==> src/rtl/s832_resp_compactor.sv <==
// s832_resp_compactor
// Compacts qualified s832 response words into a 19-bit MISR signature.
// The MISR uses the polynomial x^19+x^5+x^2+x+1.
//
// Run control, from IDLE:
//   - START (without ABORT) latches NCYC, loads SIG with SEED and clears CNT.
//   - RUN then compacts one RESP word on each RESP_VLD cycle.
//   - The run moves to DONE once CNT reaches the latched NCYC.
//   - DONE presents SIG until RD_RDY, or until ABORT.
//
// Output handshake: SIG is valid while SIG_VLD is high. The consumer takes it
// on the rising edge where SIG_VLD and RD_RDY are both high. SIG_VLD drops on
// that same edge.
//
// SIG and CNT keep their last values through IDLE. They change only on the
// next accepted START, or on reset.
module s832_resp_compactor #(
  parameter logic [18:0] SEED = 19'h00001
) (
  input  logic        CK,
  input  logic        RN,
  input  logic        START,
  input  logic        ABORT,
  input  logic [7:0]  NCYC,
  input  logic [18:0] RESP,
  input  logic        RESP_VLD,
  input  logic        RD_RDY,
  output logic        BUSY,
  output logic        SIG_VLD,
  output logic [18:0] SIG,
  output logic [7:0]  CNT,
  output logic [1:0]  DBG_STATE
);

  typedef enum logic [1:0] {
    ST_IDLE = 2'd0,
    ST_RUN  = 2'd1,
    ST_DONE = 2'd2
  } state_t;

  state_t      r_state;
  logic [7:0]  r_ncyc;
  logic [18:0] r_sig;
  logic [7:0]  r_cnt;
  logic        r_busy;
  logic        r_sig_vld;

  logic [18:0] w_misr;
  logic [7:0]  w_cnt_inc;
  logic        w_last;

  // MISR next state: shift up, fold s[18] back into taps 0, 1, 2 and 5, then XOR in RESP.
  always_comb begin
    w_misr     = '0;
    w_misr[0]  = RESP[0] ^ r_sig[18];
    w_misr[1]  = RESP[1] ^ r_sig[0] ^ r_sig[18];
    w_misr[2]  = RESP[2] ^ r_sig[1] ^ r_sig[18];
    w_misr[3]  = RESP[3] ^ r_sig[2];
    w_misr[4]  = RESP[4] ^ r_sig[3];
    w_misr[5]  = RESP[5] ^ r_sig[4] ^ r_sig[18];
    for (int i = 6; i < 19; i++) begin
      w_misr[i] = RESP[i] ^ r_sig[i-1];
    end
  end

  // Count increment and last-word detect.
  // RUN is only entered with a latched NCYC of at least 1, and it is left as
  // soon as the count reaches NCYC. So r_cnt never exceeds 254 while in RUN,
  // and the 8-bit increment cannot wrap.
  always_comb begin
    w_cnt_inc = r_cnt + 8'd1;
    w_last    = (w_cnt_inc == r_ncyc);
  end

  // Control FSM: state, registered BUSY/SIG_VLD, signature and count.
  always_ff @(posedge CK or negedge RN) begin
    if (!RN) begin
      r_state   <= ST_IDLE;
      r_ncyc    <= '0;
      r_sig     <= SEED;
      r_cnt     <= '0;
      r_busy    <= 1'b0;
      r_sig_vld <= 1'b0;
    end else begin
      case (r_state)
        ST_IDLE: begin
          // ABORT takes priority over START here: nothing is loaded.
          if (START && !ABORT) begin
            r_ncyc <= NCYC;
            r_sig  <= SEED;
            r_cnt  <= '0;
            if (NCYC == 8'd0) begin
              r_state   <= ST_DONE;
              r_sig_vld <= 1'b1;
            end else begin
              r_state <= ST_RUN;
              r_busy  <= 1'b1;
            end
          end
        end
        ST_RUN: begin
          // On ABORT, a RESP_VLD in the same cycle is dropped and SIG/CNT freeze.
          if (ABORT) begin
            r_state <= ST_IDLE;
            r_busy  <= 1'b0;
          end else if (RESP_VLD) begin
            r_sig <= w_misr;
            r_cnt <= w_cnt_inc;
            if (w_last) begin
              r_state   <= ST_DONE;
              r_busy    <= 1'b0;
              r_sig_vld <= 1'b1;
            end
          end
        end
        ST_DONE: begin
          if (ABORT || RD_RDY) begin
            r_state   <= ST_IDLE;
            r_sig_vld <= 1'b0;
          end
        end
        default: begin
          r_state   <= ST_IDLE;
          r_busy    <= 1'b0;
          r_sig_vld <= 1'b0;
        end
      endcase
    end
  end

  assign BUSY      = r_busy;
  assign SIG_VLD   = r_sig_vld;
  assign SIG       = r_sig;
  assign CNT       = r_cnt;
  assign DBG_STATE = r_state;

endmodule

==> config.mk <==
export PLATFORM = sky130hd
export DESIGN_NAME = s832_resp_compactor
export DESIGN_NICKNAME = d
export VERILOG_FILES = /design/src/rtl/s832_resp_compactor.sv
export SDC_FILE = /design/constraint.sdc
export NUM_CORES = 1
export LEC_CHECK = 0
export ABC_CLOCK_PERIOD_IN_PS = 2420
export CORE_MARGIN = 2
export CORE_UTILIZATION = 48
export CTS_BUF_LIST = sky130_fd_sc_hd__clkbuf_4
export CTS_CLUSTER_DIAMETER = 100
export DETAILED_ROUTE_END_ITERATION = 16
export PLACE_DENSITY = 0.93
export SYNTH_ARGS = -nofsm -noshare
export SYNTH_HDL_FRONTEND = slang
export SYNTH_SLANG_ARGS = --single-unit
==> constraint.sdc <==
create_clock -name CK -period 2.42 [get_ports CK]
set_input_delay 0.484 -clock CK [delete_from_list [all_inputs] [get_ports CK]]
set_output_delay 0.484 -clock CK [all_outputs]
set_load 0.01 [all_outputs]
---- Word-level counts from Yosys, hierarchy flattened ----
Index checks and enable logic that the tools add are counted.
Widths: inputs -> output; s select.
storage, ports and cells
  memories ................................ 0
  bits in writable memories ............... 0
  flip-flop bits (word level) ............. 39
  output and inout bits ................... 31
  bits in read-only memories .............. 0
  input bits .............................. 33
  bits in latches ......................... 0
  logic and storage cells ................. 81
operators by class
  shifts and indexed selects .............. 0
  $add $sub $neg .......................... 1
  mux-type cells .......................... 28
  bitwise operators ....................... 23
  magnitude comparators ................... 0
  equality and inequality tests ........... 12
  reductions and logical operators ........ 11
  $mul .................................... 0
  divide/modulo/power cells ............... 0
operators with widths
  kind                 number
  $mux 19              3
  $pmux 19 s2          1
  $mux 8               3
  $xor 1x1->1          22
  $pmux 8 s2           1
  $ne 2x2->1 const B   7
  $mux 2               6
  $mux 1               11
  $add 8x1->8 const B  1
  $eq 8x8->1           1
  $logic_not 8->1      1
  $reduce_and 4->1     2
  $ne 3x3->1 const B   2
  $pmux 1 s3           2
  $pmux 2 s3           1
  $reduce_and 6->1     1
  $reduce_and 5->1     1
  $eq 2x1->1 const B   1
  $eq 2x2->1 const B   1
  $logic_not 2->1      1
  $reduce_and 2->1     1
  $reduce_bool 2->1    1
  $logic_and 1x1->1    1
  $logic_not 1->1      1
  2 further kinds      2

---- Depth between registers and ports, before layout ----
  depth in word-level cells ............... 6
  mapped depth ............................ 6
  mapped depth without buffers ............ 6

---- Worst setup path before layout ----
Ideal clock, no wire load.
  path type ............................... input port to flip-flop
  start point ............................. input NCYC[5]
  end point ............................... register r_state[1] (netlist: DBG_STATE[1])
  arrival time ............................ 1.758 ns
  cell stages on the path ................. 5
  path buffers ............................ 0
  setup slack ............................. 0.570 ns
  required time ........................... 2.328 ns
  setup time .............................. 0.092 ns
  path through ............................ or4_4 -> nor2_4 -> nor2_2 -> or4_4 -> o31ai_2
between the ends
  word-level cells in the longest chain between the ends .. 4
ends and longest elaborated chain
  item                  line  RTL
  from (decl)           24    input logic [7:0] NCYC,
  $logic_not 8->1       92    if (NCYC == 8'd0) begin
  $mux 2                92
  $mux 2                88    if (START && !ABORT) begin
  $pmux 2 s3            85    case (r_state)
  to (signal assigned)  93    r_state <= ST_DONE;
  to (signal assigned)  96    r_state <= ST_RUN;
  to (signal assigned)  104   r_state <= ST_IDLE;
  to (decl)             41    state_t r_state;
No other way between the ends. The select of a mux whose other input is x is not followed.
A chain may end at the register's enable or synchronous reset.

---- Worst setup path in the final report ----
  start point ............................. register r_cnt[0] (netlist: CNT[0])
  end point ............................... register r_state[0] (netlist: DBG_STATE[0])
between the ends
  word-level cells in the longest chain between the ends .. 4
ends and longest elaborated chain
  item                        line  RTL
  from (decl)                 44    logic [7:0] r_cnt;
  from (signal assigned)      108   r_cnt <= w_cnt_inc;
  $add 8x1->8                 71    w_cnt_inc = r_cnt + 8'd1;
  $eq 8x8->1                  72    w_last = (w_cnt_inc == r_ncyc);
  $ne 3x3->1 (no line)        --
  $reduce_and 4->1 (no line)  --
  to (signal assigned)        78    r_state <= ST_IDLE;
  to (signal assigned)        93
  to (signal assigned)        96
No other way between the ends.

==> impl_metrics.yaml <==
run_status:
  status: "finished clean"
critical_path:
  worstSetupEndpointType: "flip-flop"
  crit_chain: "ha_1, nand3_1, nor2_1, xnor2_1, o211ai_1, o32a_1"
  crit_start: "CNT[0]"
  crit_path_start_kind: "flip-flop"
  cp.arrival_ns: 2.36
  slowest_delay_ns: 0.49
  critPathKind: "flip-flop to flip-flop"
  crit_required_ns: 2.67
  r2r-start: "CNT[0]"
  cp_slowest_cell: "dfrtp_1"
  path_max_fanout: 7
power:
  p_switching_uw: 921
  intPower_mw: 1.67
  pwr-share-clk: 0.132
  pwr_density_cell_nw_per_um2: 927
  pwr-share-seq: 0.425
  ir_worst_vdd_mv: 0.576
  power_leakage_nw: 1.10
  swShare: 0.355
  p_comb_frac: 0.443
die:
  pin_count: 64
  die_h_um: 69.5
  initial_core_util: 0.507
  die_x_um: 69.5
  row_count: 23
  fp.coreArea_um2: 4060
  dieArea_um2: 4820
cts:
  htree_levels: 2
  root_buffer: "clkbuf_4"
  post-cts-setup-buffers: 0
  cts_resized: 0
  clk_pin_slew_ns: 0.13
  clk-insertion-delay-late_ns: 0.35
  clockBufferDepth: 2
  cts_hold_buffers: 0
  cts_tree: "yes"
  cts_buffers: 5
  cts_sinks: 39
yosys:
  synthDistinctLibCells: 36
  postSynthCellCount: 205
  ys.flop_type: "dfrtp_1"
  syn_area_um2: 2060
  ys_async_sr_fraction: 1.00
  synth_mux_area_frac: 0.0438
  synth_compound_area_frac: 0.136
  synth_area_leaders: "dfrtp_1 46%, xnor2_1 12%, o21ai_0 7.8%, nand3_1 5.4%, mux2_2 4.4%"
  synthSimpleGateAreaFrac: 0.174
  synth.most_common_cell: "dfrtp_1"
  yosysSeqAreaShare: 0.475
  ys_ff_latch: 39
  synth-edff-count: 0
  synth_warnings: 0
  synth_nets: 239
  synth_xor_area_frac: 0.145
  synth_top_family_by_area: "simple AND/OR/NAND/NOR gates"
  synth_commonest_cells: "38 x dfrtp_1, 32 x o21ai_0, 28 x xnor2_1"
  yosys.area_share.adder: 0.00608
  syn_avg_cell_area_um2: 10.0
  yosysTopAreaCellShare: 0.462
  yosysTopAreaCell: "dfrtp_1"
global_routing:
  grt_pass1_vias: 1672
  grt_max_degree: 40
  grt_overflow: 0
  grt_pass1_wl_um: 8030
  antenna_found_initial: 0
  grtUsageTotal: 0.206
placed_design:
  gp_congestion: 0.807
  dpl.hpwl_um: 3430
  place_area_um2: 2740
  io_buffers: 63
timing:
  hold_violations: 0
  setup_viol: 0
  max_freq_ghz: 0.474
  rsz0062_at_grt: "no"
  layout_min_cycle_time_ns: 2.11
  clock_skew_ns: 0.00927
  worst_pin_slew_ns: 0.860
  post-route-period-util: 0.871
  max-slew-margin-rel: 0.427
  fin_setup_tns_ns: 0
  drv_slew: 0
final_layout:
  fin_nets: 304
  syn2layout_area_growth_pct: 36.1
  design_area_um2: 2800
  diodes: 0
  drive_gt1_frac: 0.118
min_path:
  hp-class: "primary input to async pin"
detailed_routing:
  wl_per_cell_um: 14.5
  viasPerCell: 5.43
  drtIter0Drc: 85
  drcViolationCount: 0
  dr.pass1.iters: 4
  vias: 1744
  wirelength_um: 4670
  antenna_left: 0
run:
  drv_cap: 0
cell type report:
cell class                 instances  area, um^2
multi-input combinational        155        1040
sequential                        39         977
fill                             319        1260
clock buffer                       5        37.5
clock inverter                     3        20.0
timing repair buffer              67         656
tap                               50        62.6
inverter                           2        7.51
flip-flops by register name, summed over array words and instances (netlist names):
| name | cells |
|---|---|
| CNT | 8 |
| BUSY | 1 |
| DBG_STATE | 2 |
| SIG_VLD | 1 |
| r_ncyc | 8 |
| SIG | 19 |
per-layer routing:
layer | global-route usage | vias up | share of wire
met2 | 0.331 | 50 | 0.48
met3 | 0.0581 | 7 | 0.049
met5 | 0 | - | 0
met1 | 0.273 | 833 | 0.46
met4 | 0.0566 | 0 | 0.0081
li1 | - | 854 | -
power groups by stage:
stage | registers (mW) | clock network, mW | logic [mW]
6_report | 1.10 | 0.342 | 1.15
5_1_grt | 1.15 | 0.390 | 1.26
4_1_cts | 1.10 | 0.358 | 1.16
3_5_place_dp | 1.12 | 0 | 1.15
3_3_place_gp | 1.11 | 0 | 1.13
2_1_floorplan | 1.14 | 0 | 0.607
cell usage in the layout, fill, tap and decap left out, types with 3 or more instances in the layout:
master,synthesis,routed
clkdlybuf4s50_1,0,62
dfrtp_1,38,38
o21ai_0,32,32
xnor2_1,28,28
nand3_1,22,22
nand2_1,12,12
nor2_1,8,8
mux2_2,8,8
xor2_1,6,6
clkbuf_4,0,5
a21oi_1,4,4
buf_4,0,4
nor3b_1,3,3
or4_4,3,3
o31ai_1,3,3
cell families (layout without fill, tap and decap cells):
family,after synthesis,in the layout
simple gates,64,64
buf+inv,11,77
mux,8,8
compound gates,48,48
flops,39,39
fa+ha+maj,1,1
xor+xnor,34,34
final timing paths:
path | slack [ns] | cells past startpoint | end
max | 0.31 | 6 | DBG_STATE[0]
max in group asynchronous | 1.65 | 1 | DBG_STATE[1]
max reg2reg | 0.31 | 6 | DBG_STATE[0]
min reg2reg | 0.54 | 1 | r_ncyc[3]
min | 0.22 | 1 | CNT[7]
min in group CK | 0.54 | 1 | r_ncyc[3]
through the flow:
| stage | power, mW | hold WS [ns] | worst slack (ns) | utilization | std cells |
|---|---|---|---|---|---|
| floorplan | 1.75 | 0.188 | 0.570 | - | 205 |
| global placement | 2.23 | 0.515 | 0.0783 | 0.676 | 313 |
| detailed placement | 2.27 | 0.520 | 0.0538 | 0.676 | 313 |
| CTS | 2.62 | 0.241 | 0.323 | 0.690 | 321 |
| global route | 2.79 | 0.259 | 0.114 | 0.690 | 321 |
| finish | 2.60 | 0.223 | 0.312 | 0.690 | 321 |
critical path: cells and delay by family, from the launching register on:
family / cells / cell delay [ns]
xor+xnor: 1 / 0.16
compound gates: 2 / 0.60
fa+ha+maj: 1 / 0.34
flops: 1 / 0.49
simple gates: 2 / 0.42
(Power assumes the default switching activity.)
